--- config.mk ---
export PLATFORM = sky130hd
export DESIGN_NAME = conv_encoder_param
export DESIGN_NICKNAME = d
export VERILOG_FILES = /design/src/rtl/conv_encoder_param.sv
export SDC_FILE = /design/constraint.sdc
export NUM_CORES = 1
export LEC_CHECK = 0
export CORE_UTILIZATION = 30
export DETAILED_ROUTE_END_ITERATION = 10
export SLEW_MARGIN = 20
export SYNTH_ARGS = -nofsm -noshare
export SYNTH_HDL_FRONTEND = slang
export SYNTH_SLANG_ARGS = --single-unit
--- constraint.sdc ---
create_clock -name clk -period 1.8 [get_ports clk]
set_input_delay 0.45 -clock clk [delete_from_list [all_inputs] [get_ports clk]]
set_output_delay 0.45 -clock clk [all_outputs]
set_load 0.1 [all_outputs]
--- src/rtl/conv_encoder_param.sv ---
// conv_encoder_param: rate-1/N, constraint-length-K convolutional encoder with
// valid/ready handshakes on both sides and optional zero-tail termination.
// One input bit is expanded into N code bits and serialised c_0 first; the
// input side is only opened on the cycle the last code bit of a symbol leaves,
// so streams run back-to-back at one input bit per N cycles.
module conv_encoder_param #(
   parameter int       K         = 3,
   parameter int       N         = 2,
   parameter logic [N*K-1:0] GEN = 6'b101_111,
   parameter bit       TERMINATE = 1'b1
) (
   input  logic clk,
   input  logic rst_n,
   input  logic in_bit,
   input  logic in_valid,
   input  logic in_last,
   output logic in_ready,
   output logic out_bit,
   output logic out_valid,
   output logic out_last,
   input  logic out_ready
);

   localparam int IW = $clog2(N);
   localparam int TW = $clog2(K);
   localparam logic [IW-1:0] IDX_LAST  = IW'(N - 1);
   localparam logic [TW-1:0] TAIL_LAST = TW'(K - 2);

   typedef enum logic [1:0] {
      S_IDLE,
      S_DATA,
      S_TAIL
   } state_t;

   state_t          state_q, state_d;
   // Only the K-1 most recent bits are stored; the oldest tap of the K-bit
   // register is rebuilt from this history plus the incoming bit.
   logic [K-2:0]    sr_q, sr_d;
   logic [N-1:0]    cw_q, cw_d;
   logic [IW-1:0]   idx_q, idx_d;
   logic [TW-1:0]   tcnt_q, tcnt_d;
   logic            last_q, last_d;
   logic            out_bit_q, out_bit_d;
   logic            out_valid_q, out_valid_d;
   logic            out_last_q, out_last_d;

   logic            fire;
   logic            load_sym;
   logic            sym_bit;
   logic [K-1:0]    sr_new;

   // Parity of each generator against the K-bit register including the new bit.
   function automatic logic [N-1:0] encode(input logic [K-1:0] s);
      logic [N-1:0] c;
      c = '0;
      for (int i = 0; i < N; i++) begin
         c[i] = ^(GEN[i*K +: K] & s);
      end
      return c;
   endfunction

   // Input handshake: open in IDLE, or exactly when the final code bit of a
   // non-last data symbol is being accepted downstream.
   always_comb begin
      in_ready = (state_q == S_IDLE) ||
                 ((state_q == S_DATA) && (idx_q == IDX_LAST) && out_ready && !last_q);
   end

   // Next-state, shift register, serialiser and registered-output computation.
   always_comb begin
      state_d     = state_q;
      sr_d        = sr_q;
      cw_d        = cw_q;
      idx_d       = idx_q;
      tcnt_d      = tcnt_q;
      last_d      = last_q;
      out_valid_d = out_valid_q;
      load_sym    = 1'b0;
      sym_bit     = 1'b0;
      sr_new      = '0;
      fire        = out_valid_q && out_ready;

      case (state_q)
         S_IDLE: begin
            if (in_valid) begin
               load_sym = 1'b1;
               sym_bit  = in_bit;
               last_d   = in_last;
               state_d  = S_DATA;
            end
         end
         S_DATA: begin
            if (fire) begin
               if (idx_q != IDX_LAST) begin
                  idx_d = idx_q + IW'(1);
               end else if (!last_q && in_valid) begin
                  // back-to-back: next symbol replaces the finished one
                  load_sym = 1'b1;
                  sym_bit  = in_bit;
                  last_d   = in_last;
               end else if (!last_q) begin
                  state_d     = S_IDLE;
                  out_valid_d = 1'b0;
               end else if (TERMINATE) begin
                  load_sym = 1'b1;
                  sym_bit  = 1'b0;
                  tcnt_d   = '0;
                  last_d   = 1'b0;
                  state_d  = S_TAIL;
               end else begin
                  // unterminated frame: next frame starts from the zero state
                  sr_d        = '0;
                  last_d      = 1'b0;
                  state_d     = S_IDLE;
                  out_valid_d = 1'b0;
               end
            end
         end
         S_TAIL: begin
            if (fire) begin
               if (idx_q != IDX_LAST) begin
                  idx_d = idx_q + IW'(1);
               end else if (tcnt_q == TAIL_LAST) begin
                  sr_d        = '0;
                  tcnt_d      = '0;
                  state_d     = S_IDLE;
                  out_valid_d = 1'b0;
               end else begin
                  load_sym = 1'b1;
                  sym_bit  = 1'b0;
                  tcnt_d   = tcnt_q + TW'(1);
               end
            end
         end
         default: begin
            state_d     = S_IDLE;
            out_valid_d = 1'b0;
         end
      endcase

      if (load_sym) begin
         sr_new      = {sr_q, sym_bit};
         cw_d        = encode(sr_new);
         sr_d        = sr_new[K-2:0];
         idx_d       = '0;
         out_valid_d = 1'b1;
      end

      // The frame's final code bit: c_{N-1} of the last tail symbol, or of the
      // last data symbol when no tail is appended.
      out_last_d = out_valid_d && (idx_d == IDX_LAST) &&
                   (((state_d == S_DATA) && last_d && !TERMINATE) ||
                    ((state_d == S_TAIL) && (tcnt_d == TAIL_LAST)));
      out_bit_d  = out_valid_d ? cw_d[idx_d] : 1'b0;
   end

   // State and output registers; reset clears everything asynchronously.
   always_ff @(posedge clk or negedge rst_n) begin
      if (!rst_n) begin
         state_q     <= S_IDLE;
         sr_q        <= '0;
         cw_q        <= '0;
         idx_q       <= '0;
         tcnt_q      <= '0;
         last_q      <= 1'b0;
         out_bit_q   <= 1'b0;
         out_valid_q <= 1'b0;
         out_last_q  <= 1'b0;
      end else begin
         state_q     <= state_d;
         sr_q        <= sr_d;
         cw_q        <= cw_d;
         idx_q       <= idx_d;
         tcnt_q      <= tcnt_d;
         last_q      <= last_d;
         out_bit_q   <= out_bit_d;
         out_valid_q <= out_valid_d;
         out_last_q  <= out_last_d;
      end
   end

   assign out_bit   = out_bit_q;
   assign out_valid = out_valid_q;
   assign out_last  = out_last_q;

endmodule

* Yosys cells after proc, flatten, opt, wreduce, memory -nomap -nowiden
Index checks and enable logic that the tools add are counted.
** Cells by class
- Add/sub/neg operators :: 2
- $lt $le $gt $ge :: 1
- Equality and inequality tests :: 8
- Muxes and demuxes :: 58
- Reduce and logical (&&, ||, !) cells :: 21
** Operators with widths (number)
- 2-bit 2-to-1 mux :: 21
- 1-bit 2-to-1 mux :: 31
- 2-bit nonzero test :: 5
- 1-bit logical AND :: 8
- 4-bit AND reduction :: 2
- 2-bit by 1-bit == test with 1-bit output (second input constant) :: 3
- 2-bit inequality test (second input constant) :: 3
- 1-bit one-hot mux with 3 select lines :: 2
- 2-bit one-hot mux with 3 select lines :: 1
- 3-bit XOR reduction :: 2
- 2-bit == test (second input constant) :: 2
- 1-bit one-hot mux with 2 select lines :: 2
- 2-bit one-hot mux with 2 select lines :: 1
- 2-bit by 1-bit adder with 2-bit output (second input constant) :: 1
- 2-bit zero test :: 1
- 1-bit by 2-bit less-than comparator with 1-bit output (second input constant) :: 1
- 2-bit OR reduction :: 1
- 1-bit adder (second input constant) :: 1
- 1-bit zero test :: 1
- 1-bit logical OR :: 1
** Word-level totals
- Bits in registers :: 13
- Input bits :: 6
- Logic and storage cells :: 99

* Longest topological paths before layout
Gate-level depths: netlist of run 1.
- Word-level depth :: 11
- Gate-level depth with buffers :: 8
- Gate-level depth less buffers :: 7

* Worst setup path before layout of run 1
OpenSTA, ideal clock, no wires.
- Kind :: register to register
- Start :: register out_valid_q, in the netlist out_valid
- End :: register out_last_q, in the netlist out_last
- Setup time :: 0.120 ns
- Arrival time :: 2.021 ns
- Data required time :: 1.680 ns
- Path slack :: -0.340 ns
- Cell stages (with the launch flop) :: 6
- Period minus slack after synthesis :: 2.140 ns
- Cell sequence :: dfrtp_1 > and4_2 > o21ai_0 > a22o_1 > and4bb_1 > and3_1
** Between the ends
- Elaborated cells between the ends (all ways) :: 27
- Classes of those cells :: 2 x eq/ne; 21 x mux; 4 x reduce/logical
** RTL lines
- from (decl) :: line 44 : logic out_valid_q, out_valid_d;
- from (signal assigned) :: line 177 : out_valid_q <= out_valid_d;
- 1-bit logical AND (*) :: line 81 : fire = out_valid_q && out_ready;
- 2-bit 2-to-1 mux, on equally long branches :: line 120, 93
- 2-bit one-hot mux with 2 select lines (*) :: line 83 : case (state_q)
- named net tcnt_d[0] :: line 41 : logic [TW-1:0] tcnt_q, tcnt_d;
- 2-bit by 1-bit == test with 1-bit output (*) :: line 153 : ((state_d == S_TAIL) && (tcnt_d == TAIL_LAST)));
- 1-bit logical AND (*) :: line 153
- 1-bit logical AND (*) :: line 151 : out_last_d = out_valid_d && (idx_d == IDX_LAST) &&
- named net out_last_d :: line 45 : logic out_last_q, out_last_d;
- to (signal assigned) :: line 178 : out_last_q <= out_last_d;
- to (decl) :: line 45
The timed path passes the listed nets; every way through them passes the cells marked *.
A chain may end at the register's enable or synchronous reset.

* Worst setup path in the final report of run 1
- Start :: register state_q[1]
- End :: output port in_ready
** Between the ends
- Word-level cells in the longest chain between the ends :: 5
- Elaborated cells between the ends (all ways) :: 6
- Classes of those cells :: 1 x eq/ne; 5 x reduce/logical
** RTL lines
- from (decl) :: line 35 : state_t state_q, state_d;
- from (signal assigned) :: line 170 : state_q <= state_d;
- 2-bit by 1-bit == test with 1-bit output :: line 66 : ((state_q == S_DATA) && (idx_q == IDX_LAST) && out_ready && !last_q);
- 1-bit logical AND (3 in a row) :: line 66
- 1-bit logical OR (*) :: line 65 : in_ready = (state_q == S_IDLE) ||
- to (decl) :: line 17 : output logic in_ready,
Every way passes the cells marked *; elsewhere a longest branch is shown, timed or not.

==> results of run 1 <==
==> stage by stage <==
step,worst slack (ns),cell area (um^2),std cells
5_1_grt,-0.114,1110,135
4_1_cts,-0.0466,1100,134
3_5_place_dp,-0.349,1030,128
2_1_floorplan,0.0000354,812,82
6_report,-0.0722,1110,135
3_3_place_gp,-0.317,1030,128
==> flip-flops by register name (all words and copies together) (netlist names) <==
signal	count
tcnt_q	2
state_q	2
cw_q	2
sr_q	2
out_bit	1
last_q	1
out_last	1
idx_q	1
out_valid	1
==> final cells by class <==
cell class              count  area, um^2
repair buffers             21         218
flip-flops and latches     13         327
inverters                   6        22.5
clock inverters             1        5.00
fillers                   250        1410
well taps                  30        37.5
multi-input cells          61         478
clock buffers               3        22.5
==> layout by cell type, fill, tap and decap left out, types with 2 or more instances in the layout <==
cell type         n
dfrtp_1          12
buf_4            12
o21ai_0           7
inv_1             5
nor2_1            5
nand2_1           5
buf_12            4
mux2i_1           3
a21oi_1           3
clkbuf_4          3
clkdlybuf4s50_1   3
nor2b_1           2
nand4b_1          2
or2_2             2
nand2b_1          2
o21ai_1           2
a311oi_1          2
ha_4              2
dlygate4sd2_1     2
==> per-layer routing <==
layer  track usage  share of wire  wire length (um)  vias to the layer above
met4        0.0351          0.012                22                        0
met3        0.0565          0.048                84                        2
met2         0.233           0.47               826                       14
met1         0.176           0.47               830                      331
met5             0              0                 0                        -
li1              -              -                 -                      350
==> logic make-up (layout without fill, tap and decap cells) <==
family | count (synthesis) | count (layout) | share of synthesized area
and+or+nand+nor | 28 | 28 | 0.212
DFF | 13 | 13 | 0.402
adders and majority gates | 4 | 4 | 0.0619
buffers and inverters | 8 | 31 | 0.0433
xor gates and xnor gates | 2 | 2 | 0.0387
muxes | 3 | 3 | 0.0372
AOI/OAI and AO/OA | 24 | 24 | 0.204
==> path summary, 6_finish.rpt <==
kind	start	to	slack, ns
setup / recovery	state_q[1]$_DFF_PN0_	in_ready	-0.07
hold / removal	rst_n	sr_q[0]$_DFFE_PN0P_	0.47
setup reg to reg	state_q[0]$_DFF_PN0_	out_valid$_DFF_PN0_	0.03
hold reg to reg	cw_q[0]$_DFF_PN0_	cw_q[0]$_DFF_PN0_	0.51
max in group asynchronous	rst_n	out_valid$_DFF_PN0_	1.16
min in group clk	cw_q[0]$_DFF_PN0_	cw_q[0]$_DFF_PN0_	0.51
==> worst register-to-register path, delay by kind of cell (launching register included) <==
kind | cells | cell delay (ns)
AOI/OAI and AO/OA | 2 | 0.48
DFF | 1 | 0.39
and+or+nand+nor | 2 | 0.30
buffers and inverters | 2 | 0.27
adders and majority gates | 1 | 0.23
==> what timing repair did <==
item / CTS / global route
hold endpoints to repair: 0 / 0
pin swaps: 2 / 0
setup endpoints to repair: 2 / 8
resized for setup: 7 / 1
hold buffers: 0 / 0
buffers inserted: 2 / 1
==> report_power, final <==
part | internal [mW] | total (mW) | switching, mW | leakage, nW
logic | 0.501 | 1.09 | 0.590 | 0.304
clock network | 0.0824 | 0.181 | 0.0986 | 0.0177
registers | 0.381 | 0.483 | 0.102 | 0.168
==> impl_metrics.csv, run 1 <==
group,metric,value,unit
global_route,grtUsageTotal,0.143,
die,fp.coreArea,2520,um^2
sta,setup_slack,-0.0722,ns
place,dp_hpwl,1360,um
route,route.detailed.drc,0,
sta,slew_violations,0,
synth,syn_area,808,um^2
sta,setup_viol,1,
worst_setup_path,crit_chain,"inv_2 -> ha_4 -> nand4b_1 -> nand2_2 -> buf_12",
die,dieArea,2910,um^2
place,port_buffers,9,
global_route,grt_max_degree,14,
synth,synth_commonest_cells,"dfrtp_1, o21ai_0, inv_1, nand2_1, nor2_1",
outcome,violations,"negative setup slack",
die,rows,18,
worst_setup_path,critPathCaptureType,"output port",
sta,slew_headroom,0.666,
sta,worst_slew_pin_slew,0.498,ns
worst_setup_path,cp.depth,5,
route,postRouteAntennaNets,0,
layout,layout-drive-gt1-share,0.305,
synth,synth.distinct_cells,37,
synth,yosys.area.top_type,"dfrtp_1",
pwr,ir_drop,0.694,mV
min_path,hold_class,"in2async",
pwr,p_per_area,1580,nW/um^2
cts,clkTransAtPathRegs,0.09,ns
sta,fmax,534,MHz
cts,h-tree-depth,1,
global_route,overflow,0,
die,top_level_ports,10,
route,routed_wl,1760,um
die,start_util,0.320,
worst_setup_path,crit_fanout,5,
die,die_w,53.9,um
route,routed_via_density,5.16,
synth,synth_top_area_share,0.402,
sta,rsz0062_at_grt,"true",
synth,synth_edf_count,0,
die,fp.dieH,53.9,um
cts,insertion_delay,0.28,ns
worst_setup_path,crit_required,1.35,ns
worst_setup_path,cpPeakStageDelay,0.42,ns
cts,cts.sink_count,13,
synth,synth_warnings,0,
route,vias,697,
synth,yosysMostFrequentCell,"dfrtp_1",
sta,finClkSkew,0.00811,ns
cts,clockBufferDepth,2,
worst_setup_path,cp_top_family,"flip-flops",
global_route,grt_pass1_wl,2900,um
pwr,p_leak,0.490,nW
synth,ys_ff_latch,13,
sta,hold_viol,0,
route,drt_iter0_drc,7,
worst_setup_path,path_class,"reg2out",
route,first_pass_iters,4,
global_route,grt_antenna_before_repair,0,
synth,async_flop_share,1.00,
place,place.gp.congestion,0.923,
layout,final_nets,116,
worst_setup_path,cp-start-kind,"flip-flop",
worst_setup_path,critPathArrivalTime,1.42,ns
route,routedWlPerCell,13.1,um
pwr,p_total,1.76,mW
flow_run,drv_cap,0,
sta,fin_crit,1.87,ns
synth,synth.avg_cell_area,9.86,um^2
synth,ys_top_cells_by_area,"dfrtp_1, ha_1, o21ai_0",
layout,antenna_cells,0,
synth,synth_fp_nets,92,
synth,synth-main-ff-cell,"dfrtp_1",
outcome,status,"finished with violations",
sta,tns,-0.0722,ns
cts,cts_tree,"done",
cts,cts_buffers,3,
worst_setup_path,rr_worst_depth,7,
synth,yosysSeqAreaShare,0.402,
layout,utilization,0.440,
worst_setup_path,critPathBufInv,2,
layout,area_delta_synth_final,37.3,%
cts,ctsRootBufferMaster,"clkbuf_4",
synth,syn-instance-count,82,
sta,period_share,1.04,
worst_setup_path,slowest_stage,"dfrtp_1",
global_route,grt_pass1_vias,676,
sta,whs,0.468,ns
Note: power is estimated with default switching activity, not from simulation.
==> run 2, diff against run 1 <==
--- a/config.mk
+++ b/config.mk
@@ -7,6 +7,8 @@
 export LEC_CHECK = 0
 export CORE_UTILIZATION = 30
 export DETAILED_ROUTE_END_ITERATION = 10
+export GPL_TIMING_DRIVEN = 0
+export MAX_ROUTING_LAYER = met4
 export SLEW_MARGIN = 20
 export SYNTH_ARGS = -nofsm -noshare
 export SYNTH_HDL_FRONTEND = slang
==> impl_metrics.csv, run 2 (synthesis results as in run 1) <==
group,metric,value,unit
cts,clockBufferDepth,2,
route,first_pass_iters,4,
sta,slew_headroom,0.597,
worst_setup_path,critPathCaptureType,"output port",
cts,ctsRootBufferMaster,"clkbuf_4",
global_route,grt_max_degree,14,
worst_setup_path,critPathArrivalTime,1.38,ns
layout,multi_input_area,493,um^2
sta,rsz0062_at_grt,"true",
worst_setup_path,crit_chain,"inv_2 -> ha_4 -> nand4b_1 -> nand2_2 -> buf_12",
place,dp_slack,-1.06,ns
cts,cts_buffers,3,
sta,finClkSkew,0.00520,ns
layout,utilization,0.420,
pwr,sw_frac_of_total,0.470,
cts,clkTransAtPathRegs,0.09,ns
outcome,status,"finished with violations",
worst_setup_path,cp-start-kind,"flip-flop",
sta,fin_crit,1.83,ns
route,drt_iter0_drc,10,
cts,cts_hold_buf,0,
pwr,p_switching,0.808,mW
route,route.detailed.drc,0,
global_route,grt_pass1_wl,2990,um
worst_setup_path,crit_fanout,4,
place,place.gp.congestion,0.868,
pwr,p_total,1.72,mW
layout,final_nets,111,
sta,hold_viol,0,
sta,period_share,1.02,
worst_setup_path,cpPeakStageDelay,0.41,ns
layout,seq_area,327,um^2
route,vias,681,
pwr,ir_drop,0.719,mV
global_route,grtUsageTotal,0.154,
global_route,grt_antenna_before_repair,0,
sta,setup_viol,1,
sta,worst_slew_pin_slew,0.602,ns
cts,cts.sink_count,13,
flow_run,drv_cap,0,
pwr,p_per_area,1620,nW/um^2
die,fp.dieH,53.9,um
die,dieArea,2910,um^2
worst_setup_path,critPathBufInv,2,
global_route,overflow,0,
pwr,p_leak,0.451,nW
pwr,seq_power_share,0.275,
die,start_util,0.320,
die,top_level_ports,10,
route,routed_wl,1830,um
layout,layout-drive-gt1-share,0.350,
die,rows,18,
worst_setup_path,crit_required,1.35,ns
layout,fillers,257,
sta,setup_slack,-0.0301,ns
route,routed_via_density,5.24,
cts,h-tree-depth,1,
worst_setup_path,path_class,"reg2out",
place,dp_hpwl,1280,um
cts,cts_tree,"done",
global_route,grt_pass1_vias,653,
layout,final_common_cell,"dfrtp_1",
worst_setup_path,cp_top_family,"flip-flops",
route,postRouteAntennaNets,0,
route,routedWlPerCell,14.1,um
die,fp.coreArea,2520,um^2
layout,antenna_cells,0,
cts,insertion_delay,0.28,ns
outcome,violations,"negative setup slack",
sta,slew_violations,0,
sta,whs,0.501,ns
die,die_w,53.9,um
place,port_buffers,8,
layout,area_delta_synth_final,31.1,%
pwr,p_clk_frac,0.109,
pwr,p_int,0.909,mW
layout,final_cell_mix,"dfrtp_1, buf_4, o21ai_0, nand2_1",
min_path,hold_class,"in2reg",
worst_setup_path,slowest_stage,"dfrtp_1",
sta,fmax,546,MHz
pwr,pwr-share-comb,0.616,
run 2: cell types whose count changed in the layout (fill, tap and decap cells not counted), sizes merged:
cell	change
clkdlybuf4s15	+3
dlygate4sd2	-1
buf	-7
run 2: tightest hold or removal path: stages:
cell and delay (ns):
buf_4 0.14, nand2_1 0.05, o21ai_0 0.09
run 2: worst paths after layout:
kind | endpoint | slack, ns | cells after the start | startpoint
worst min-delay path | last_q$_DFFE_PN0P_ | 0.50 | 3 | in_valid
worst min register to register | cw_q[0]$_DFF_PN0_ | 0.51 | 2 | cw_q[0]$_DFF_PN0_
worst max-delay path | in_ready | -0.03 | 5 | state_q[1]$_DFF_PN0_
worst max register to register | out_last$_DFF_PN0_ | 0.05 | 7 | state_q[1]$_DFF_PN0_
max in group asynchronous | out_valid$_DFF_PN0_ | 0.83 | 1 | rst_n
min in group asynchronous | state_q[0]$_DFF_PN0_ | 0.54 | 1 | rst_n
run 2: stage by stage:
| step | instance area (um^2) | setup TNS (ns) | std cells |
|---|---|---|---|
| 6_report | 1060 | -0.0301 | 130 |
| 5_1_grt | 1060 | -0.101 | 130 |
| 4_1_cts | 1020 | -0.114 | 126 |
| 3_5_place_dp | 930 | -3.29 | 120 |
| 3_3_place_gp | 930 | -3.30 | 120 |
| 2_1_floorplan | 812 | 0 | 82 |
run 2: timing repair:
item                       CTS  global route
buffers inserted             2             4
setup endpoints to repair    8             8
pin swaps                    0             7
gates resized for setup     26             9
run 2: layer usage:
layer / vias to the layer above / wire length, um / share of wire / GRT usage
li1: 336 / - / - / -
met1: 334 / 851 / 0.47 / 0.182
met2: 9 / 916 / 0.50 / 0.255
met3: 2 / 54 / 0.030 / 0.0593
met4: 0 / 8 / 0.0044 / 0.0132
met5: - / 0 / 0 / -
run 2: layout make-up:
cell class,count,share of cell area
inverters,6,0.0213
repair buffers,14,0.130
plain buffers,2,0.0142
clock buffers,3,0.0213
clock inverters,1,0.00472
well taps,30,0.0354
multi-input cells,61,0.465
flip-flops and latches,13,0.308
run 2: power by group through the flow:
stage                     clock network, mW  registers, mW  logic, mW
after floorplan                           0          0.588      0.540
after global placement                    0          0.476      0.835
after detailed placement                  0          0.479      0.845
after CTS                             0.194          0.469      0.990
after global routing                  0.209          0.489       1.13
final                                 0.187          0.472       1.06
